`config.mk`:
```
export PLATFORM = sky130hd
export DESIGN_NAME = tdm_demux_1to8
export DESIGN_NICKNAME = d
export VERILOG_FILES = /design/src/rtl/tdm_demux_1to8.sv
export SDC_FILE = /design/constraint.sdc
export NUM_CORES = 1
export LEC_CHECK = 0
export BUFFER_PORTS_ARGS = -buffer_cell sky130_fd_sc_hd__buf_2
export CORE_MARGIN = 2
export CORE_UTILIZATION = 55
export CTS_CLUSTER_DIAMETER = 40
export DETAILED_ROUTE_END_ITERATION = 8
export GPL_TIMING_DRIVEN = 0
export PLACE_DENSITY_LB_ADDON = 0.25
export SLEW_MARGIN = 0
export SYNTH_ARGS = -nofsm -noshare
export SYNTH_HDL_FRONTEND = slang
export SYNTH_SLANG_ARGS = --single-unit
export TNS_END_PERCENT = 30
```
`constraint.sdc`:
```
create_clock -name clk -period 3.6 [get_ports clk]
set_input_delay 0.18 -clock clk [delete_from_list [all_inputs] [get_ports clk]]
set_output_delay 0.18 -clock clk [all_outputs]
set_load 0.02 [all_outputs]
```
`src/rtl/tdm_demux_1to8.sv`:
```
// tdm_demux_1to8: splits a time-multiplexed stream of 8-slot frames onto
// eight parallel registered outputs. A sync-qualified beat marks slot 0;
// frames are assembled in a shadow buffer and published atomically.
module tdm_demux_1to8 #(
  parameter int unsigned WIDTH = 16
) (
  input  logic             clk,
  input  logic             rst_n,
  input  logic [WIDTH-1:0] in_data,
  input  logic             in_valid,
  input  logic             in_sync,
  output logic [WIDTH-1:0] out0,
  output logic [WIDTH-1:0] out1,
  output logic [WIDTH-1:0] out2,
  output logic [WIDTH-1:0] out3,
  output logic [WIDTH-1:0] out4,
  output logic [WIDTH-1:0] out5,
  output logic [WIDTH-1:0] out6,
  output logic [WIDTH-1:0] out7,
  output logic             frame_valid,
  output logic             locked,
  output logic [2:0]       slot,
  output logic             sync_err,
  output logic [7:0]       err_cnt
);

  localparam int unsigned NSLOT  = 8;
  localparam int unsigned SLOT_W = 3;
  localparam int unsigned CNT_W  = 8;
  localparam logic [SLOT_W-1:0] SLOT_FIRST = SLOT_W'(0);
  localparam logic [SLOT_W-1:0] SLOT_LAST  = SLOT_W'(NSLOT - 1);
  localparam logic [CNT_W-1:0]  CNT_MAX    = {CNT_W{1'b1}};

  typedef enum logic {
    HUNT   = 1'b0,
    LOCKED = 1'b1
  } state_t;

  state_t            state_q;
  state_t            state_nxt;
  logic [SLOT_W-1:0] slot_q;
  logic [SLOT_W-1:0] slot_nxt;

  // Decoded per-beat actions
  logic start_c;  // beat becomes slot 0 of a new frame
  logic store_c;  // beat stored into shadow slot 1..6
  logic done_c;   // slot-7 beat completes the frame
  logic err_c;    // sync violation on this beat

  logic [WIDTH-1:0] shadow_q [NSLOT-1];
  logic [WIDTH-1:0] out_q    [NSLOT];
  logic             frame_valid_q;
  logic             sync_err_q;
  logic             locked_q;
  logic [CNT_W-1:0] err_cnt_q;

  // State register
  always_ff @(posedge clk or negedge rst_n) begin
    if (!rst_n) begin
      state_q <= HUNT;
    end else begin
      state_q <= state_nxt;
    end
  end

  // Next-state logic: sync beat locks, a missing sync at frame start unlocks
  always_comb begin
    state_nxt = state_q;
    case (state_q)
      HUNT: begin
        if (in_valid && in_sync) begin
          state_nxt = LOCKED;
        end
      end
      LOCKED: begin
        if (in_valid && !in_sync && (slot_q == SLOT_FIRST)) begin
          state_nxt = HUNT;
        end
      end
      default: state_nxt = HUNT;
    endcase
  end

  // Action decode and slot sequencing for the current beat
  always_comb begin
    start_c  = 1'b0;
    store_c  = 1'b0;
    done_c   = 1'b0;
    err_c    = 1'b0;
    slot_nxt = slot_q;
    if (in_valid) begin
      case (state_q)
        HUNT: begin
          slot_nxt = SLOT_FIRST;
          if (in_sync) begin
            start_c  = 1'b1;
            slot_nxt = SLOT_W'(1);
          end
        end
        LOCKED: begin
          if (in_sync) begin
            // Normal frame start at slot 0, resync anywhere else
            start_c  = 1'b1;
            err_c    = (slot_q != SLOT_FIRST);
            slot_nxt = SLOT_W'(1);
          end else if (slot_q == SLOT_FIRST) begin
            err_c    = 1'b1;
            slot_nxt = SLOT_FIRST;
          end else if (slot_q == SLOT_LAST) begin
            done_c   = 1'b1;
            slot_nxt = SLOT_FIRST;
          end else begin
            store_c  = 1'b1;
            slot_nxt = slot_q + SLOT_W'(1);
          end
        end
        default: begin
          slot_nxt = SLOT_FIRST;
        end
      endcase
    end
  end

  // Slot counter and locked flag
  always_ff @(posedge clk or negedge rst_n) begin
    if (!rst_n) begin
      slot_q   <= SLOT_FIRST;
      locked_q <= 1'b0;
    end else begin
      slot_q   <= slot_nxt;
      locked_q <= (state_nxt == LOCKED);
    end
  end

  // Shadow buffer collects slots 0..6 of the frame in progress
  always_ff @(posedge clk or negedge rst_n) begin
    if (!rst_n) begin
      for (int unsigned i = 0; i < NSLOT - 1; i++) begin
        shadow_q[i] <= '0;
      end
    end else begin
      if (start_c) begin
        shadow_q[0] <= in_data;
      end
      for (int unsigned i = 1; i < NSLOT - 1; i++) begin
        if (store_c && (slot_q == SLOT_W'(i))) begin
          shadow_q[i] <= in_data;
        end
      end
    end
  end

  // Publish the whole frame at once when its last beat arrives
  always_ff @(posedge clk or negedge rst_n) begin
    if (!rst_n) begin
      for (int unsigned i = 0; i < NSLOT; i++) begin
        out_q[i] <= '0;
      end
    end else if (done_c) begin
      for (int unsigned i = 0; i < NSLOT - 1; i++) begin
        out_q[i] <= shadow_q[i];
      end
      out_q[NSLOT-1] <= in_data;
    end
  end

  // Single-cycle status pulses
  always_ff @(posedge clk or negedge rst_n) begin
    if (!rst_n) begin
      frame_valid_q <= 1'b0;
      sync_err_q    <= 1'b0;
    end else begin
      frame_valid_q <= done_c;
      sync_err_q    <= err_c;
    end
  end

  // Saturating sync-error counter
  always_ff @(posedge clk or negedge rst_n) begin
    if (!rst_n) begin
      err_cnt_q <= '0;
    end else if (err_c && (err_cnt_q != CNT_MAX)) begin
      err_cnt_q <= err_cnt_q + CNT_W'(1);
    end
  end

  assign out0        = out_q[0];
  assign out1        = out_q[1];
  assign out2        = out_q[2];
  assign out3        = out_q[3];
  assign out4        = out_q[4];
  assign out5        = out_q[5];
  assign out6        = out_q[6];
  assign out7        = out_q[7];
  assign frame_valid = frame_valid_q;
  assign sync_err    = sync_err_q;
  assign locked      = locked_q;
  assign slot        = slot_q;
  assign err_cnt     = err_cnt_q;

endmodule

```
==> results.json <==
{
  "status": "completed",
  "cp-end-kind": "flip-flop",
  "nets": 813,
  "slew-limit-headroom_pct": 59.63,
  "largest_reg_flops": 112,
  "grt.met2_usage_pct": 37.49,
  "die_area_sq_um": 19050,
  "power_frac_seq_pct": 42.7,
  "swShare_pct": 28.13,
  "finalMaxSlewViolations": 0,
  "grt_util_all_layers_pct": 22.87,
  "syn-cell-area_sq_um": 9878,
  "ys_warn_count": 0,
  "first_pass_iters": 5,
  "finalCritPeriodShare_pct": 61.19,
  "timing.rr.end": "shadow_q[41]",
  "grt.met3_usage_pct": 5.992,
  "syn_avg_cell_area_sq_um": 16.83,
  "grt_pass1_vias": 6061,
  "worstPathRequired_ns": 3.97,
  "grt_antenna_before_repair": 0,
  "syn-num-nets": 614,
  "synth-seq-cells": 254,
  "cp.arrival_ns": 2.58,
  "hold_viol": 0,
  "first_iter_violations": 189,
  "pwr-share-clk_pct": 36.6,
  "yosys.area_share.xor_xnor_pct": 0.4560,
  "finalSetupViolations": 0,
  "setup_ws_ns": 1.397,
  "htree_levels": 2,
  "crit_start": "slot[0]",
  "fmax_mhz": 454.0,
  "min_path_type": "in -> reg",
  "holdWs_ns": 0.03557,
  "cts_inserted_buffers": 34,
  "clkSinkCount": 254,
  "cts_root_buffer": "clkbuf_16",
  "path_class": "reg -> reg",
  "top_register": "shadow_q",
  "final_area_sq_um": 12270,
  "busiest_layer": "met2",
  "cts.reportedPaths.clkPinSlew_ns": 0.05,
  "ys_types": 31,
  "rows": 49,
  "syn_to_final_growth_pct": 24.18,
  "leakage_nw": 6.498,
  "r2r_setup_slack_ns": 1.40,
  "drc": 0,
  "finClkSkew_ns": 0.01277,
  "rsz0062_at_grt": "false",
  "use_met1_pct": 30.37,
  "p_sw_w": 0.002714,
  "synth_edf_count": 0,
  "finalPower_w": 0.009647,
  "port_buffers": 159,
  "grt_max_degree": 115,
  "start_util_pct": 55.56,
  "hold_depth": 2,
  "grt.overflow.total": 0,
  "fin_tns_setup_ns": 0,
  "ys_seq_area_share_pct": 64.34,
  "maxCapViolations": 0,
  "reg2reg_depth": 6,
  "internal_power_w": 0.006933,
  "hold_end": "shadow_q[79]",
  "synthMuxAreaShare_pct": 28.80,
  "synth_top_family_by_area": "multiplexers",
  "finalCriticalPeriod_ns": 2.203,
  "hold_start": "in_data[15]",
  "postSynth.asyncResetShare_pct": 100.0,
  "drt-vias-per-instance": 5.367,
  "synth_compound_area_share_pct": 0.4433,
  "r2r-start": "slot[0]",
  "gp_congestion": 0.8633,
  "share_comb_of_total_power_pct": 20.7,
  "power.density_nw_per_um2": 786.5,
  "drt-total-wl_microns": 21440,
  "hpwl_microns": 14180,
  "ioPinCount": 162,
  "synth_flop_cell": "dfrtp_1",
  "die_x_microns": 138.0,
  "routedWlPerCell_microns": 20.59,
  "synthAdderAreaFrac_pct": 0.8866,
  "n_antenna_cell": 0,
  "postRouteAntennaNets": 0,
  "via_count": 5587,
  "cts_tree": "yes",
  "crit_path_max_fanout": 10,
  "post_cts_buffers": 0,
  "core_area_sq_um": 17780,
  "synth_cells": 587,
  "startpoint_type": "flip-flop",
  "ir_drop_mv": 0.4418,
  "clockBufferDepth": 3,
  "pre_cts_ws_ns": 1.378,
  "worst_pin_slew_ns": 0.6011,
  "dpl_cell_area_sq_um": 11030,
  "synth-simple-area-share_pct": 2.926,
  "clock_latency_ns": 0.50,
  "die_h_microns": 138.0,
  "grt_first_pass_wirelength_microns": 34330,
  "drive_above_1_share_pct": 61.58
}
[placed cells by master, fill, tap and decap left out, types with 2 or more instances in the layout]
| cell type | netlist | final |
|---|---|---|
| nor3_1 | 4 | 4 |
| nor2_1 | 5 | 5 |
| inv_6 | 0 | 2 |
| nand2b_1 | 2 | 2 |
| ha_1 | 7 | 7 |
| clkbuf_1 | 0 | 5 |
| clkbuf_16 | 0 | 37 |
| nand3_1 | 3 | 3 |
| inv_1 | 5 | 5 |
| dfrtp_1 | 254 | 254 |
| inv_2 | 2 | 2 |
| mux2_2 | 225 | 225 |
| buf_16 | 0 | 2 |
| bufinv_16 | 0 | 5 |
| clkbuf_8 | 0 | 4 |
| buf_2 | 7 | 165 |
| nand2_4 | 3 | 3 |
| buf_4 | 8 | 8 |
| o21ai_0 | 5 | 5 |
| buf_6 | 8 | 8 |
| nand2_2 | 2 | 2 |
| nor4_1 | 2 | 2 |
| nand2_1 | 8 | 8 |
| xor2_1 | 2 | 2 |
| mux2_4 | 20 | 20 |
| clkinvlp_4 | 0 | 2 |
| nor4_4 | 3 | 3 |
| clkinv_2 | 0 | 6 |
| nand4_1 | 2 | 2 |
| dlygate4sd3_1 | 0 | 2 |
[worst max path at each step]
stage | slack (ns) | end | depth (start not counted)
after floorplan | 1.61 | err_cnt[7] | 7
after global placement | -1.72 | shadow_q[41] | 1
after detailed placement | 1.38 | shadow_q[39] | 6
after CTS | 1.37 | shadow_q[39] | 6
after global routing | 1.27 | shadow_q[39] | 6
final | 1.40 | shadow_q[41] | 6
[routing by layer]
layer | routed length (microns) | up-vias | part of all wire [%]
met5 | 0 | - | 0
met4 | 507 | 0 | 2.4
met3 | 1195 | 38 | 5.6
met2 | 10540 | 154 | 49
met1 | 9188 | 2907 | 43
li1 | - | 2488 | -
[logic make-up (layout without fill, tap and decap cells)]
family | Yosys count | count (layout)
XOR/XNOR | 3 | 3
buffers and inverters | 30 | 255
AND/OR/NAND/NOR | 39 | 39
multiplexers | 246 | 246
adder cells (fa/ha/maj) | 7 | 7
AO/OA/AOI/OAI | 8 | 8
flip-flops | 254 | 254
[metrics by stage]
| step | instances | utilization (%) |
|---|---|---|
| 2_1_floorplan | 587 | - |
| 3_3_place_gp | 975 | 61.65 |
| 3_5_place_dp | 977 | 62.01 |
| 4_1_cts | 1041 | 68.99 |
| 5_1_grt | 1041 | 68.99 |
| 6_report | 1041 | 68.99 |
[final cells by class]
cell class,count,area [sq um]
timing repair buffer,163,880.8
inverter,7,26.28
sequential,254,6356
buffer,23,185.2
tap,229,286.5
clock inverter,16,221.5
fill,1264,5513
multi-input combinational,303,3311
clock buffer,46,999.7
[Yosys cell counts, types with 2 or more instances]
cell,n,area share (%)
nand2b_1,2,0.13
xor2_1,2,0.18
nor3_1,4,0.20
nor2_1,5,0.19
mux2_4,20,3.0
nor4_1,2,0.13
o21ai_0,5,0.25
nand2_1,8,0.30
nand3_1,3,0.15
nand2_4,3,0.34
mux2_2,225,26
buf_2,7,0.35
nand4_1,2,0.13
inv_1,5,0.19
buf_6,8,0.91
inv_2,2,0.076
buf_4,8,0.61
ha_1,7,0.89
dfrtp_1,254,64
nor4_4,3,0.65
nand2_2,2,0.13
[repair_timing]
item	CTS	global route
resized for setup	0	0
hold endpoints to repair	255	0
hold buffers	2	0
[worst max-delay path: stages, from the launching register on]
cell	delay (ns)
dfrtp_1	0.44
inv_1	0.11
ha_1	0.27
nand2_1	0.12
nor4_4	0.47
buf_4	0.32
mux2_2	0.35
[power groups by stage]
stage               registers, W  logic, W  clock network (W)
finish                   0.00412   0.00199            0.00353
detailed placement       0.00415   0.00200                  0
global placement         0.00408   0.00192                  0
global route             0.00421   0.00214            0.00373
floorplan                0.00448  0.000906                  0
CTS                      0.00411   0.00203            0.00359
No activity file was read; power rests on OpenSTA's default activity.
